### src/rtl/riv_timer_arbiter_pkg.sv
// Shared types and helpers for the round-robin timer arbiter.
package riv_timer_arbiter_pkg;

    typedef enum logic [1:0] {
        IDLE   = 2'd0,
        LOAD   = 2'd1,
        RUN    = 2'd2,
        EXPIRE = 2'd3
    } arb_state_t;

    // Index that follows idx in a ring of n_req requesters.
    function automatic int rr_next(input int idx, input int n_req);
        return (idx + 1 >= n_req) ? 0 : idx + 1;
    endfunction

endpackage

### src/rtl/riv_counter.sv
// Loadable down-counter; done is high whenever the count has reached zero.
module riv_counter #(
    parameter int WIDTH = 16
) (
    input  logic             clk,
    input  logic             rst_n,
    input  logic             load,
    input  logic             enable,
    input  logic [WIDTH-1:0] load_value,
    output logic             done
);

    logic [WIDTH-1:0] count;

    always_ff @(posedge clk) begin
        if (!rst_n) begin
            count <= '0;
        end else if (load) begin
            count <= load_value;
        end else if (enable && (count != '0)) begin
            count <= count - WIDTH'(1);
        end
    end

    assign done = (count == '0);

endmodule

### src/rtl/riv_timer_arbiter.sv
// Time-shares one interval counter among N_REQ requesters, one timer at a time,
// picking owners round-robin and reporting grant/expire pulses per requester.
module riv_timer_arbiter
    import riv_timer_arbiter_pkg::*;
#(
    parameter int N_REQ = 4,
    parameter int WIDTH = 16
) (
    input  logic                       clk,
    input  logic                       rst_n,
    input  logic [N_REQ-1:0]           req,
    input  logic [N_REQ*WIDTH-1:0]     req_value,
    input  logic [N_REQ-1:0]           cancel,
    output logic [N_REQ-1:0]           grant,
    output logic [N_REQ-1:0]           expire,
    output logic                       busy,
    output logic [$clog2(N_REQ)-1:0]   owner,
    output logic [1:0]                 dbg_state
);

    localparam int IDX_W = $clog2(N_REQ);

    arb_state_t        state_q, state_d;
    logic [IDX_W-1:0]  owner_q, owner_d;
    logic [IDX_W-1:0]  rr_ptr, rr_d;
    logic [WIDTH-1:0]  value_q, value_d;
    logic [IDX_W-1:0]  pick_idx;
    logic [N_REQ-1:0]  own_mask;
    logic              own_cancel;
    logic              cnt_load, cnt_en, cnt_done;

    // First requesting index at or after ptr, walking the ring upward.
    function automatic logic [IDX_W-1:0] rr_pick(input logic [N_REQ-1:0] r,
                                                 input logic [IDX_W-1:0] ptr);
        logic [N_REQ-1:0] rot;
        int               s;
        rr_pick = ptr;
        s       = 0;
        rot     = N_REQ'({r, r} >> ptr);
        for (int k = N_REQ - 1; k >= 0; k--) begin
            if (rot[k]) begin
                s = int'(ptr) + k;
                if (s >= N_REQ) s = s - N_REQ;
                rr_pick = IDX_W'(s);
            end
        end
    endfunction

    assign pick_idx   = rr_pick(req, rr_ptr);
    assign own_mask   = N_REQ'(1) << owner_q;
    assign own_cancel = |(cancel & own_mask);

    always_ff @(posedge clk) begin
        if (!rst_n) begin
            state_q <= IDLE;
            owner_q <= '0;
            rr_ptr  <= '0;
            value_q <= '0;
        end else begin
            state_q <= state_d;
            owner_q <= owner_d;
            rr_ptr  <= rr_d;
            value_q <= value_d;
        end
    end

    always_comb begin
        state_d  = state_q;
        owner_d  = owner_q;
        rr_d     = rr_ptr;
        value_d  = value_q;
        cnt_load = 1'b0;
        cnt_en   = 1'b0;
        grant    = '0;
        expire   = '0;
        busy     = (state_q != IDLE);
        case (state_q)
            IDLE: begin
                if (|req) begin
                    owner_d = pick_idx;
                    value_d = req_value[int'(pick_idx)*WIDTH +: WIDTH];
                    state_d = LOAD;
                end
            end
            LOAD: begin
                cnt_load = 1'b1;
                grant    = own_mask;
                if (own_cancel) begin
                    rr_d    = IDX_W'(rr_next(int'(owner_q), N_REQ));
                    state_d = IDLE;
                end else begin
                    state_d = RUN;
                end
            end
            RUN: begin
                cnt_en = !cnt_done;
                // A cancel beats a simultaneous done so no expire escapes.
                if (own_cancel) begin
                    rr_d    = IDX_W'(rr_next(int'(owner_q), N_REQ));
                    state_d = IDLE;
                end else if (cnt_done) begin
                    state_d = EXPIRE;
                end
            end
            EXPIRE: begin
                expire  = own_mask;
                rr_d    = IDX_W'(rr_next(int'(owner_q), N_REQ));
                state_d = IDLE;
            end
            default: state_d = IDLE;
        endcase
        // Keep every visible strobe quiet while reset is being applied.
        if (!rst_n) begin
            cnt_load = 1'b0;
            cnt_en   = 1'b0;
            grant    = '0;
            expire   = '0;
            busy     = 1'b0;
        end
    end

    riv_counter #(
        .WIDTH (WIDTH)
    ) u_counter (
        .clk        (clk),
        .rst_n      (rst_n),
        .load       (cnt_load),
        .enable     (cnt_en),
        .load_value (value_q),
        .done       (cnt_done)
    );

    assign owner     = owner_q;
    assign dbg_state = state_q;

endmodule

### config.mk
export PLATFORM = sky130hd
export DESIGN_NAME = riv_timer_arbiter
export DESIGN_NICKNAME = d
export VERILOG_FILES = /design/src/rtl/riv_timer_arbiter_pkg.sv /design/src/rtl/riv_counter.sv /design/src/rtl/riv_timer_arbiter.sv
export SDC_FILE = /design/constraint.sdc
export NUM_CORES = 1
export LEC_CHECK = 0
export ABC_AREA = 1
export CAP_MARGIN = 20
export CORE_ASPECT_RATIO = 0.6
export CORE_MARGIN = 2
export CORE_UTILIZATION = 45
export CTS_BUF_LIST = sky130_fd_sc_hd__clkbuf_8 sky130_fd_sc_hd__clkbuf_16
export CTS_CLUSTER_DIAMETER = 50
export CTS_CLUSTER_SIZE = 16
export DETAILED_ROUTE_END_ITERATION = 7
export PLACE_DENSITY = 0.87
export RECOVER_POWER = 100
export SYNTH_ARGS = -nofsm -noshare
export SYNTH_HDL_FRONTEND = slang
export SYNTH_SLANG_ARGS = --single-unit
### constraint.sdc
create_clock -name clk -period 2.5 [get_ports clk]
set_input_delay 0.75 -clock clk [delete_from_list [all_inputs] [get_ports clk]]
set_output_delay 0.75 -clock clk [all_outputs]
set_load 0.05 [all_outputs]
# ---- Yosys cells after proc, flatten, opt, wreduce, memory -nomap -nowiden
# Cells that the tools add are included.
dict set report classes {
  addsub 9
  magnitude_cmp 5
  n_eq_ne 6
  shifts 3
  muxes 27
  n_bitwise 1
  reduce_logical 14
}
# cell count
set op_table {}
lappend op_table {{$shiftx 64x7->16} 1}
lappend op_table {{$mux 16} 2}
lappend op_table {{$mux 2} 14}
lappend op_table {{$logic_not 16->1} 1}
lappend op_table {{$mux 4} 4}
lappend op_table {{$reduce_bool 16->1} 1}
lappend op_table {{$sub 16x1->16 const B} 1}
lappend op_table {{$ge 3x3->1 const B} 4}
lappend op_table {{$pmux 2 s4} 1}
lappend op_table {{$reduce_or 4->1} 2}
lappend op_table {{$shr 8x2->4} 1}
lappend op_table {{$sub 2x1->2 const B} 4}
lappend op_table {{$add 2x1->3 const B} 2}
lappend op_table {{$add 2x2->3 const B} 2}
lappend op_table {{$reduce_and 2->1} 3}
lappend op_table {{$reduce_bool 2->1} 3}
lappend op_table {{$mux 1} 5}
lappend op_table {{$and 4x4->4} 1}
lappend op_table {{$eq 2x2->1 const B} 2}
lappend op_table {{$pmux 2 s2} 1}
lappend op_table {{$shl 1x2->4 const A} 1}
lappend op_table {{$ge 2x3->1 const B} 1}
lappend op_table {{$ne 3x3->1 const B} 1}
lappend op_table {{$eq 2x1->1 const B} 1}
lappend op_table {{6 further kinds} 6}
dict set report totals {
  reg_bits 38
  input_bits 74
  output_inout_bits 13
  word_cells 70
}

# ---- Longest topological paths before layout
dict set report logic_depth {
  ltp_word 8
  depth_mapped 15
  mapped_depth_nobuf 13
}

# ---- Modules after synthesis
# A second synthesis with hierarchy kept.
dict set report hier_totals {
  hier_cells 588
  hier_area_um2 3321.9
}
# mod n_inst cells_each area_each_um2 seq_area_each_um2
set by_module_without_submodules {}
lappend by_module_without_submodules {riv_timer_arbiter 1 377 2132.0 440.4}
lappend by_module_without_submodules {riv_counter 1 211 1189.9 320.3}

# ---- Worst setup path before layout
# Ideal clock, no wire load.
dict set report synth_path {
  path_type {register -> output}
  startpoint {reg state_q[0], in the netlist dbg_state[0]}
  endpoint {out grant[0]}
  arrival_ns 2.057
  required_time_ns 1.750
  slack_ns -0.307
  stages_incl_launch_ff 6
  path_buffers 2
  cell_sequence {dfxtp_1 ha_1 nand2_1 clkbuf_1 clkbuf_1 nor2_1}
}
dict set report synth_between {
  elab_chain_cells 3
}
# element line
set synth_rtl {}
lappend synth_rtl {{from (decl)} riv_timer_arbiter.sv:23} ;# arb_state_t state_q, state_d;
lappend synth_rtl {{from (signal assigned)} riv_timer_arbiter.sv:60} ;# state_q <= state_d;
lappend synth_rtl {{$eq 2x1->1} riv_timer_arbiter.sv:77} ;# case (state_q)
lappend synth_rtl {{$mux 4} riv_timer_arbiter.sv:77}
lappend synth_rtl {{$mux 4} riv_timer_arbiter.sv:113} ;# if (!rst_n) begin
lappend synth_rtl {{to (decl)} riv_timer_arbiter.sv:14} ;# output logic [N_REQ-1:0] grant,
# Every way passes these cells.

# ---- Final worst setup path
dict set report layout_path {
  startpoint {in rst_n}
  endpoint {out grant[3]}
}
dict set report layout_between {
  elab_chain_cells 1
}
# element line
set layout_rtl {}
lappend layout_rtl {{from (decl)} riv_timer_arbiter.sv:10} ;# input logic rst_n,
lappend layout_rtl {{$mux 4} riv_timer_arbiter.sv:113}
# Every way passes these cells.

==> reports/metrics.cfg <==
[die]
num_rows = 23
die_area_um2 = 7530
die_y_um = 68.0
io_pins = 87
core_um2 = 6650
initial_core_util = 0.463
fp.dieW_um = 111

[sta]
fmax_ghz = 0.416
hold_violations = 0
min_period_ns = 2.41
fin_crit_sh = 0.963
maxSlewHeadroom = 0.648
final-max-slew-violation-count = 0
setup_viol = 0
holdWs_ns = 0.484
clock_skew_ns = 0.00664
tightest_slew_ns = 0.527

[detailed_routing]
vias = 3681
wl_per_cell_um = 12.7
drt_wl_total_um = 8910
first_pass_iters = 5
viasPerCell = 5.23
drt-initial-drc-count = 313
dr_wl_met2_um = 4220
route.antenna.remaining_nets = 0
highest_layer = met4
met1_length_um = 3890
drc = 0
dr_wl_met3_um = 657

[pwr]
switching_share = 0.424
power_leakage_uw = 0.00226
fin_total_pwr_uw = 3380
p_seq_frac = 0.255
combPwrFrac = 0.536
ir_drop_uv = 375
powerDensity_nw_per_um2 = 787
p_int_uw = 1950
power.share.clock = 0.210
power.switching_uw = 1430

[clocking]
tritoncts = built
cts.path.max_buffers = 2
clk_latency_ns = 0.29
cts.clk_slew.worst_paths_ns = 0.05
ctsHoldBuffers = 0
cts_setup_buffers = 0
cts_buffers = 5
cts-root-buf = clkbuf_16
cts_sinks = 38
h-tree-depth = 2
post_cts_resized = 2

[setup_path]
start_kind = input pin
cp-end-kind = primary output
criticalPathCategory = input pin to primary output
path_max_fanout = 7
slowest_stage = dlygate4sd2_1
crit_buf_inv = 2
crit_family = buffers and inverters
cp.arrival_ns = 1.66
critPathRequiredTime_ns = 1.75
cpPeakStageDelay_ns = 0.34
crit_chain = dlygate4sd2_1, nand2_1, nor2_2, buf_12

[final_layout]
drive_gt1_frac = 0.0762
regArea_um2 = 762
post-route-util = 0.646
fin_cells = 704
fin_area_um2 = 4300
num_antenna_cells = 0
multi_input_area_um2 = 1750
area_growth_pct = 39.7
nets = 699
fill_cells = 601

[yosys]
synth_compound_area_frac = 0.106
synth-xor-area-share = 0.0342
synthMuxAreaShare = 0
synth_top_family_by_area = simple AND/OR/NAND/NOR gates
synth_top_area_cell = dfxtp_1
synth_fa_ha_area_frac = 0.0366
synth_top_area_share = 0.247
synth_fp_nets = 614
yosys-top-cells-area = dfxtp_1 25%, nand3_1 16%, nand2_1 14%
yosys-top-cells-count = 115 x nand2_1, 113 x inv_1, 101 x nand3_1
synth_area_per_cell_um2 = 5.79
async_reset_ff_frac = 0
ys_seq_area_frac = 0.247
ys_types = 31
synthFlopType = dfxtp_1
synth_warnings = 0
synthSimpleGateAreaFrac = 0.385
syn_inst = 531
synth_area_um2 = 3080
synth.most_common_cell = nand2_1
synth-edff-count = 0
ys_seq_elements = 38

[status]
status = complete, no violations

[global_routing]
grt_max_degree = 34
antenna_found_initial = 0
grt_pass1_vias = 3473
grt-ovfl-total = 0
grt_use_total = 0.247
grt_pass1_wl_um = 15300

[job]
max_cap_viol_count = 0

[placed_design]
dp_hpwl_um = 6870
placedCellCount = 696
routabilityCongestion = 0.874
place_area_um2 = 4170
numPortBuffers = 86

[worst_hold_path]
holdCritPathClass = register to register

-- per-stage QoR --
| stage | setup WS [ns] | setup TNS (ns) |
|---|---|---|
| floorplan | -0.122 | -0.488 |
| global placement | -0.135 | -1.60 |
| detailed placement | -0.181 | -3.71 |
| CTS | 0.0903 | 0 |
| global route | -0.000180 | -0.000180 |
| finish | 0.0937 | 0 |
-- registers in the layout, indices dropped and copies added, names as in the netlist --
register / count
u_counter.count: 16
value_q: 16
dbg_state: 2
owner: 2
rr_ptr: 2
-- power groups by stage --
stage	registers, uW	clock network [uW]	logic (uW)
2_1_floorplan	863	0	1270
3_3_place_gp	864	0	1710
3_5_place_dp	869	0	1770
4_1_cts	858	716	1790
5_1_grt	878	742	2020
6_report	861	708	1810
-- kinds of logic (layout without fill, tap and decap cells) --
family,count (synthesis),count (layout)
AO/OA/AOI/OAI,58,58
XOR/XNOR,12,12
adder cells (fa/ha/maj),9,9
buffers and inverters,142,228
flip-flops,38,38
AND/OR/NAND/NOR,272,272
-- layout by cell type, fill, tap and decap left out, drive strengths merged, types with 7 or more instances in the layout --
cell type,Yosys,final
inv,118,120
nand2,118,118
nand3,102,102
clkdlybuf4s50,0,71
nor2,46,46
dfxtp,38,38
o21ai,27,27
buf,15,20
a21oi,19,19
ha,9,9
clkbuf,7,8
xor2,7,7
-- per-layer routing --
metal | global-route usage | vias up
li1 | - | 1818
met1 | 0.301 | 1691
met2 | 0.456 | 153
met3 | 0.0540 | 19
met4 | 0.0641 | 0
met5 | 0 | -
-- path summary, 6_finish.rpt --
kind / depth (start not counted) / endpoint / from / slack (ns)
setup / recovery: 4 / grant[3] / rst_n / 0.09
hold / removal: 2 / u_counter.count[1] / u_counter.count[1] / 0.48
setup reg to reg: 12 / u_counter.count[9] / u_counter.count[0] / 0.20
hold reg to reg: 2 / u_counter.count[1] / u_counter.count[1] / 0.48
-- final cells by class --
| class | count | share of cell area |
|---|---|---|
| multi-input combinational | 351 | 0.407 |
| timing repair buffer | 100 | 0.247 |
| sequential | 38 | 0.177 |
| inverter | 120 | 0.106 |
| clock buffer | 5 | 0.0291 |
| tap | 87 | 0.0253 |
| clock inverter | 3 | 0.00874 |
-- tightest hold or removal path, stage by stage (launching register included) --
cell and delay (ns):
dfxtp_1 0.31, inv_1 0.07, a21oi_1 0.06
No activity file was read; power rests on OpenSTA's default activity.
